===== src/rtl/alu_share_arbiter.sv =====
// alu_share_arbiter
//   Round-robin arbiter sharing one combinational ALU between N_REQ requesters.
//   A single operation is in flight at a time: accept (IDLE) -> drive ALU from
//   operand registers (EXEC) -> present registered result until consumed (RESP).
// Ports
//   clk, rst                 clock (rising edge), asynchronous active-high reset
//   req_valid / req_ready    per-requester handshake (req_ready is combinational, one-hot or zero)
//   req_a, req_b, req_op     packed per-requester operands; requester i at [W*i +: W]
//   alu_in_a/b, alu_control  registered drive to the shared ALU
//   alu_result, alu_zero     ALU outputs, sampled during EXEC
//   rsp_valid / rsp_ready    response handshake
//   rsp_id, rsp_result, rsp_zero, rsp_err   response payload (err = undefined op code)
// Configuration
//   ALU_ARB_STATS_EN         adds grant_cnt[16*N_REQ]: saturating per-requester accept counters
module alu_share_arbiter #(
    parameter int unsigned N_REQ = 4,
    parameter int unsigned ID_W  = 2
) (
    input  logic                 clk,
    input  logic                 rst,
    input  logic [N_REQ-1:0]     req_valid,
    output logic [N_REQ-1:0]     req_ready,
    input  logic [32*N_REQ-1:0]  req_a,
    input  logic [32*N_REQ-1:0]  req_b,
    input  logic [4*N_REQ-1:0]   req_op,
    output logic [31:0]          alu_in_a,
    output logic [31:0]          alu_in_b,
    output logic [3:0]           alu_control,
    input  logic [31:0]          alu_result,
    input  logic                 alu_zero,
    output logic                 rsp_valid,
    input  logic                 rsp_ready,
    output logic [ID_W-1:0]      rsp_id,
    output logic [31:0]          rsp_result,
    output logic                 rsp_zero,
    output logic                 rsp_err
`ifdef ALU_ARB_STATS_EN
    ,
    output logic [16*N_REQ-1:0]  grant_cnt
`endif
);

    localparam int unsigned DATA_W = 32;
    localparam int unsigned OP_W   = 4;
    localparam int unsigned CNT_W  = 16;
    localparam logic [OP_W-1:0] OP_MAX = 4'b1001;

    typedef enum logic [1:0] {
        S_IDLE = 2'd0,
        S_EXEC = 2'd1,
        S_RESP = 2'd2
    } state_t;

    state_t          state;
    state_t          state_nxt;
    logic [ID_W-1:0] rr_ptr;
    logic [ID_W-1:0] op_id;
    logic [ID_W-1:0] win_idx;
    logic            win_found;
    logic            accept;
    int unsigned     pos;

    // Round-robin search: scan downward so the lowest offset from rr_ptr wins
    always_comb begin
        win_found = 1'b0;
        win_idx   = '0;
        pos       = 0;
        for (int k = N_REQ - 1; k >= 0; k--) begin
            pos = 32'(rr_ptr) + 32'(k);
            if (pos >= N_REQ) begin
                pos = pos - N_REQ;
            end
            if (req_valid[ID_W'(pos)]) begin
                win_found = 1'b1;
                win_idx   = ID_W'(pos);
            end
        end
    end

    // Grant only in IDLE and never while reset is asserted
    always_comb begin
        req_ready = '0;
        accept    = win_found && (state == S_IDLE) && !rst;
        if (accept) begin
            req_ready[win_idx] = 1'b1;
        end
    end

    // State register
    always_ff @(posedge clk or posedge rst) begin
        if (rst) begin
            state <= S_IDLE;
        end else begin
            state <= state_nxt;
        end
    end

    // Next-state logic
    always_comb begin
        state_nxt = state;
        case (state)
            S_IDLE:  if (accept) state_nxt = S_EXEC;
            S_EXEC:  state_nxt = S_RESP;
            S_RESP:  if (rsp_valid && rsp_ready) state_nxt = S_IDLE;
            default: state_nxt = S_IDLE;
        endcase
    end

    // Operand capture, pointer advance and response registers
    always_ff @(posedge clk or posedge rst) begin
        if (rst) begin
            rr_ptr      <= '0;
            op_id       <= '0;
            alu_in_a    <= '0;
            alu_in_b    <= '0;
            alu_control <= '0;
            rsp_valid   <= 1'b0;
            rsp_id      <= '0;
            rsp_result  <= '0;
            rsp_zero    <= 1'b0;
            rsp_err     <= 1'b0;
        end else begin
            if (accept) begin
                alu_in_a    <= req_a[DATA_W*win_idx +: DATA_W];
                alu_in_b    <= req_b[DATA_W*win_idx +: DATA_W];
                alu_control <= req_op[OP_W*win_idx +: OP_W];
                op_id       <= win_idx;
                rr_ptr      <= (32'(win_idx) == N_REQ - 1) ? '0 : win_idx + ID_W'(1);
            end
            if (state == S_EXEC) begin
                rsp_valid  <= 1'b1;
                rsp_id     <= op_id;
                rsp_result <= alu_result;
                rsp_zero   <= alu_zero;
                rsp_err    <= (alu_control > OP_MAX);
            end else if (state == S_RESP && rsp_ready) begin
                rsp_valid  <= 1'b0;
            end
        end
    end

`ifdef ALU_ARB_STATS_EN
    // Saturating per-requester accept counters
    always_ff @(posedge clk or posedge rst) begin
        if (rst) begin
            grant_cnt <= '0;
        end else if (accept && (grant_cnt[CNT_W*win_idx +: CNT_W] != '1)) begin
            grant_cnt[CNT_W*win_idx +: CNT_W] <= grant_cnt[CNT_W*win_idx +: CNT_W] + CNT_W'(1);
        end
    end
`endif

endmodule


===== config.mk =====
export PLATFORM = sky130hd
export DESIGN_NAME = alu_share_arbiter
export DESIGN_NICKNAME = d
export VERILOG_FILES = /design/src/rtl/alu_share_arbiter.sv
export SDC_FILE = /design/constraint.sdc
export NUM_CORES = 1
export LEC_CHECK = 0
export CELL_PAD_IN_SITES_DETAIL_PLACEMENT = 1
export CELL_PAD_IN_SITES_GLOBAL_PLACEMENT = 2
export CORE_UTILIZATION = 22
export DETAILED_ROUTE_END_ITERATION = 8
export GPL_ROUTABILITY_DRIVEN = 0
export PLACE_DENSITY = 0.88
export SETUP_SLACK_MARGIN = 0.2
export SYNTH_ARGS = -nofsm -noshare
export SYNTH_HDL_FRONTEND = slang
export SYNTH_SLANG_ARGS = --single-unit
export TNS_END_PERCENT = 1

===== constraint.sdc =====
create_clock -name clk -period 4.4 [get_ports clk]
set_input_delay 0.88 -clock clk [delete_from_list [all_inputs] [get_ports clk]]
set_output_delay 0.88 -clock clk [all_outputs]
set_load 0.05 [all_outputs]

==> out/results.txt, run 1 <==
TritonCTS built the clock tree. Period utilization: 89.0%. The number of optimization iterations in the first detailed-route pass was 4; the detail-routed via count per cell was 4.95. The smallest clock period supported by the final layout is computed as 3920 ps.

The tools report the total congestion overflow as 0. Leaving out fill and tap cells, the most frequent cell in the layout is clkdlybuf4s50_1. The number of setup buffers added after CTS is 0. Die outline width: 183 microns.

Of all nets on the critical path, the largest fanout is 4. Of the synthesized area, sequential elements account for 38.5%. Entering global routing, the biggest net connects 75 pins.

Fill cell instance count of the final layout: 3588. The sequential cells in the finished layout cover a total of 0.00278 sq mm. The tools report the critical path data required time as 3520 ps.

For this design, the CTS-stage hold fixing added 0 buffers. The run gives 32800 microns as the final wirelength. Post-synthesis share of cell area spent on full adders, half adders and majority gates: 0.694%. Dividing total power by cell area gives a power density of 650 mW/mm^2.

The floorplan step defined a die boundary enclosing 0.0335 sq mm. The multi-input combinational cells in the finished layout cover a total of 0.00400 sq mm. The clock reaches the later pin of the worst-skew pair after 370 ps. The slew of the pin with the lowest slew margin came out at 1230 ps. For this run, the top clock speed supported by timing is 255 MHz.

In this run the worst hold path is classified as reg -> reg. The height of the die is 183 microns, and the mux cell area share after synthesis is 15.0%. The count of unresolved DRC violations after routing was 0. The clock transition time at the flip-flop clock pins of the worst setup and hold paths was 90 ps. The TritonCTS buffer count was 9; the number of distinct library cell variants in the gate-level netlist after synthesis was 34.

The total leakage power was 5.01 nW. The tools report the count of endpoints failing hold in the final timing report as 0. Max-slew violation count: 0. The post-route netlist has 14.6% of its cells at a drive strength greater than 1.

The setup path with the least slack is of type in -> out. Relative to the synthesized area, the layout overhead comes to 66.6%. The max-capacitance violation count is 0, and the count of instances resized after the clock tree is built is 0. Of all cell types, the one taking the most synthesized area is dfrtp_1. The initial DRC count is 245, and the synthesized-area fraction occupied by ao, oa, aoi and oai cells is 27.4%. The run gives 7389 as the total number of vias.

The average cell area after synthesis came out at 10.5 sq um. For the final HPWL from detailed placement, the log shows 22500 microns. The number of core rows came out at 65. The worst setup path is launched from an input pin.

The worst setup slack for register-to-register paths came out at 1860 ps. The total power after layout is 0.00781 W. The tools report the number of global-route vias before repair as 8060. For the final routed database, the setup TNS stands at 0 ps. Setup repair after global routing left no endpoint under its margin. For the worst setup path, the data arrival time is 3040 ps.

STA classifies the critical path endpoint as an output port. The cell count after synthesis came out at 685. Dividing the detail-routed wire length by the instance count gives 22.0 microns. The tools report the number of antenna violations at the first check in global routing as 0. The flow ran to the end, and the final reports show no timing, DRC or antenna violations. Synthesis produced a netlist with a net count of 1001. The number of synthesis warnings is 0.

The root buffer selected by CTS was clkbuf_16. In this run the standard cell core region covers 0.0319 sq mm. The synthesized design contains 111 register bits. Antenna diode count: 0.

Port buffering added 420 buffers. Of the total synthesized cell area, the portion taken by AND, OR, NAND and NOR gates is 11.3%. For the post-detailed-route count of antenna-violating nets, the log shows 0. After synthesis, the largest family of logic cells by area is compound AO/OA/AOI/OAI gates. The final setup skew was 14.1 ps; the post-synth design cell area was 0.00721 sq mm. The run gives 0 as the setup violation total in the final timing report. In the final design database the tool counted 1369 nets. The H-tree was split into 3 levels. By area the synthesized netlist is led by dfrtp_1 (39%), o211ai_2 (12%), mux2i_1 (9.6%). The number of buffers on the longest clock path is 2. In this run the biggest area consumer among cell types represents 38.5% of the synthesized area. The logs give 421 for the number of primary I/O pins and 0.329 mV for the peak ir drop on the vdd network. Count of clock tree sinks: 111.

Summing the areas of all xor and xnor instances in the mapped netlist gives 0% of the synthesized area. Global routing consumed, over all layers together, 19.4% of the routing resources. Initial standard-cell utilization of the core: 22.6%. Leaving out fill and tap cells, the most frequent cells in the layout are clkdlybuf4s50_1 (416), dfrtp_1 (111), nand2_1 (78), mux2i_1 (69), a21o_1 (69). The wire length of the first global-routing pass was 49500 microns; the relative slew slack was 18.0%.
==> through the flow <==
step                area, sq um  hold WS (ps)  worst slack, ps  std cells  util (%)
global placement          11700           455              482       1477      36.7
global route              12000           496              312       1493      37.7
finish                    12000           480              485       1493      37.7
floorplan                  7210           441              589        685         -
detailed placement        11700           459              460       1477      36.7
CTS                       12000           480              436       1493      37.7
==> synthesized netlist by cell type (all sizes together) <==
cell type    n
mux2        35
mux2i       69
nand2b       2
a21oi        4
o211ai      69
a311oi       1
clkbuf      35
or2          2
inv          7
buf         44
nand4       68
and2         4
nand2       79
o31ai       69
a21o        70
dfrtp      111
nor2b        3
nor3         1
nand3        1
o41ai        1
o21ai        3
nor2         3
ha           4
==> final cells by class <==
| class | count | share of cell area (%) |
|---|---|---|
| clock buffer | 9 | 1.87 |
| clock inverter | 7 | 0.625 |
| inverter | 7 | 0.240 |
| multi-input combinational | 488 | 33.3 |
| sequential | 111 | 23.1 |
| tap | 435 | 4.53 |
| timing repair buffer | 436 | 36.3 |
==> worst max-delay path: stages <==
cell and delay, ps:
clkdlybuf4s50_1 510, nand2_1 220, a311oi_2 180, nor2_1 550
inv_1 150, ha_1 230, and2_1 160, buf_12 150
==> path summary, 6_finish.rpt <==
kind / end / cells past startpoint / startpoint
worst max-delay path: req_ready[1] / 8 / req_valid[0]
worst min-delay path: op_id[1]$_DFFE_PP0P_ / 2 / op_id[1]$_DFFE_PP0P_
worst max register to register: alu_in_b[26]$_DFFE_PP0P_ / 6 / rr_ptr[0]$_DFFE_PP0P_
worst min register to register: op_id[1]$_DFFE_PP0P_ / 2 / op_id[1]$_DFFE_PP0P_
max in group asynchronous: alu_in_b[15]$_DFFE_PP0P_ / 3 / rst
min in group asynchronous: state[1]$_DFFE_PP0P_ / 2 / rst
==> report_power, final <==
group          leakage [nW]  switching, W  internal [W]
Clock                 0.150      0.000484      0.000408
Combinational          3.49       0.00325       0.00186
Sequential             1.37      0.000300       0.00151
Total                  5.01       0.00403       0.00378
==> logic make-up (layout without fill, tap and decap cells) <==
logic type,Yosys count,in the layout
buf+inv,86,459
compound gates,217,217
flops,111,111
simple gates,163,163
fa+ha+maj,4,4
mux,104,104
==> metal layers <==
layer | up-vias | part of all wire [%] | global-route usage (%)
li1 | 3338 | - | -
met1 | 3704 | 42 | 23.8
met2 | 307 | 49 | 33.5
met5 | - | 0 | 0
met4 | 0 | 2.4 | 6.60
met3 | 40 | 6.8 | 4.33
==> sequential cells by signal, indices dropped and copies added (netlist names) <==
register / cells
op_id: 2
rsp_valid: 1
alu_in_b: 32
rr_ptr: 2
rsp_err: 1
alu_control: 4
rsp_zero: 1
rsp_result: 32
state: 2
rsp_id: 2
alu_in_a: 32
No activity file was read; power rests on OpenSTA's default activity.
==> run 2, diff against run 1 <==
--- a/config.mk
+++ b/config.mk
@@ -7,6 +7,7 @@
 export LEC_CHECK = 0
 export CELL_PAD_IN_SITES_DETAIL_PLACEMENT = 1
 export CELL_PAD_IN_SITES_GLOBAL_PLACEMENT = 2
+export CORE_ASPECT_RATIO = 0.8
 export CORE_UTILIZATION = 22
 export DETAILED_ROUTE_END_ITERATION = 8
 export GPL_ROUTABILITY_DRIVEN = 0
==> out/results.txt, run 2 (synthesis results as in run 1) <==
The flow ran to the end, and the final reports show no timing, DRC or antenna violations. The count of nets left with antenna violations once routing finished came out at 0. Final setup skew: 13.5 ps. The worst setup path is of the in -> out kind.

The tools report the critical path capture point type as an output port. At the worst endpoint, the arrival time is 2960 ps. In this run the core area contains 58 standard-cell rows. The most common cell after layout, fill and taps aside was clkdlybuf4s50_1. The library cells used most frequently in the layout, excluding fill and tap cells, are clkdlybuf4s50_1 (416), dfrtp_1 (111), nand2_1 (78), mux2i_1 (69), a21o_1 (69).

The slew of the pin with the lowest slew margin came out at 990 ps. The clock latency at the later pin of the worst-skew pair is 370 ps. Dividing the final minimum period by the clock period gives 87.3%. The critical path data required time was 3520 ps.

In this run the worst path has a maximum fanout of 5. The sequential cells in the finished layout cover a total of 0.00278 sq mm. The largest registers in the layout are alu_in_a x32, alu_in_b x32, rsp_result x32.

The relative slew slack came out at 34.0%. Detailed placement ended at an HPWL of 23400 microns. The die is 164 microns tall.

From left edge to right edge, the die measures 204 microns. Total congestion overflow: 0. After clock tree synthesis, the clock-pin slew on the worst setup and hold paths is 80 ps. Across all layers, the routed design uses 7352 vias. The run gives 19.3% as the global router's overall resource usage.

Using the TritonRoute via totals, the vias-per-cell ratio works out to 4.96. The number of clock buffers added by TritonCTS is 9. The worst setup path is launched from an input pin. The tightest min-delay check is of the reg -> reg type. The count of endpoints failing hold in the final timing report is 0, and the count of buffers from port buffering is 420.

The analysis attributes to cell leakage a power of 5.02 nW. IR analysis of the VDD net gives a maximum drop of 0.434 mV. The first global-routing pass estimated 48800 microns of wire. The cts-stage hold buffer count is 0. The time the worst path needs with I/O delays and setup is 3840 ps. Entering global routing, the biggest net connects 75 pins. The tools report the max-slew violation count as 0. The die covers 0.0335 sq mm.

The clock passes through at most 2 buffers. TritonCTS built the clock tree. The number of antenna violations at the first check in global routing was 1. The first detailed-routing pass ran for 4 iterations.

The core box area came out at 0.0319 sq mm. CTS saw 111 sinks. The layout has 3573 filler cells.

The net total in the final layout came out at 1372. The worst setup slack for register-to-register paths is 2110 ps. CTS built an H-tree with a depth of 3. Setup repair after global routing left no endpoint under its margin. The count of cells in the finished layout, fillers not included, comes to 1481. For this block, the routed nets add up to 32700 microns of wire. The tools report the number of buffers inserted to repair setup after CTS as 0.

The number of primary I/O pins was 421. After detailed routing, the average wire length per cell comes to 22.1 microns. The tools report the antenna diode count as 0. The count of unresolved DRC violations after routing came out at 0. The tools report the initial standard-cell utilization of the core as 22.6%. The count of instances resized after the clock tree is built was 0; the number of placed instances, taps included was 1465.

The final-layout setup total negative slack is 0 ps, and the number of global-route vias before repair is 8235. Summing all multi-input logic gate instances after layout gives 0.00399 sq mm. Across the run, the number of max-cap violations was 0. On the final layout, the worst hold slack is 472 ps. The tools report the fmax as 260 MHz. Setup violations remaining at the end of the flow were counted as 0. After the first detailed-routing iteration, the DRC count stood at 232. In this run the clock root is driven by a clkbuf_16. Cells with a size suffix above 1 make up 14.8% of the layout.

The power density normalized to cell area came out at 648 mW/mm^2. Area added between synthesis and finish: 66.8%.
## run 2: changes by cell type in the layout (fill, tap and decap cells not counted), moves of 2 or more
cell / previous run / this run
buf_4: 16 / 18
clkinv_4: 1 / 3
inv_8: 4 / 1
or2_2: 0 / 2
or2_4: 2 / 0
## run 2: area by class of cell
class                           count  share of cell area [%]
Timing Repair Buffer              439                    36.6
Multi-Input combinational cell    488                    33.2
Sequential cell                   111                    23.1
Tap cell                          420                    4.37
Clock buffer                        9                    1.87
Clock inverter                      7                   0.655
Inverter                            7                   0.239
## run 2: where the power goes
group / internal [W] / switching, W
clock network: 0.000405 / 0.000458
logic: 0.00187 / 0.00326
registers: 0.00151 / 0.000296
## run 2: metrics by stage
stage,utilization (%),setup slack (ps),power [W],area (sq um)
2_1_floorplan,-,589,0.00521,7210
3_3_place_gp,36.8,706,0.00691,11700
3_5_place_dp,36.8,612,0.00699,11700
4_1_cts,37.8,600,0.00791,12000
5_1_grt,37.8,486,0.00821,12000
6_report,37.8,559,0.00779,12000
## run 2: routing by layer
| metal | vias up | track usage, % | share of wire, % |
|---|---|---|---|
| met1 | 3648 | 22.8 | 42 |
| met4 | 2 | 5.90 | 1.9 |
| met5 | - | 0 | 0.037 |
| li1 | 3355 | - | - |
| met3 | 40 | 5.58 | 7.6 |
| met2 | 307 | 33.6 | 49 |
## run 2: worst paths after layout
check,start,end,depth (start not counted)
max,req_valid[2],req_ready[0],8
min,op_id[1]$_DFFE_PP0P_,op_id[1]$_DFFE_PP0P_,2
max reg2reg,rr_ptr[1]$_DFFE_PP0P_,alu_in_a[14]$_DFFE_PP0P_,6
min reg2reg,op_id[1]$_DFFE_PP0P_,op_id[1]$_DFFE_PP0P_,2
max in group asynchronous,rst,alu_in_a[22]$_DFFE_PP0P_,3
min in group asynchronous,rst,alu_in_a[30]$_DFFE_PP0P_,2
## run 2: worst max-delay path: stages
cell             delay (ps)
clkdlybuf4s50_1         640
nor2b_1                 240
a311oi_2                100
nor2_1                  410
inv_1                   140
ha_1                    230
and2_1                  130
buf_4                   180
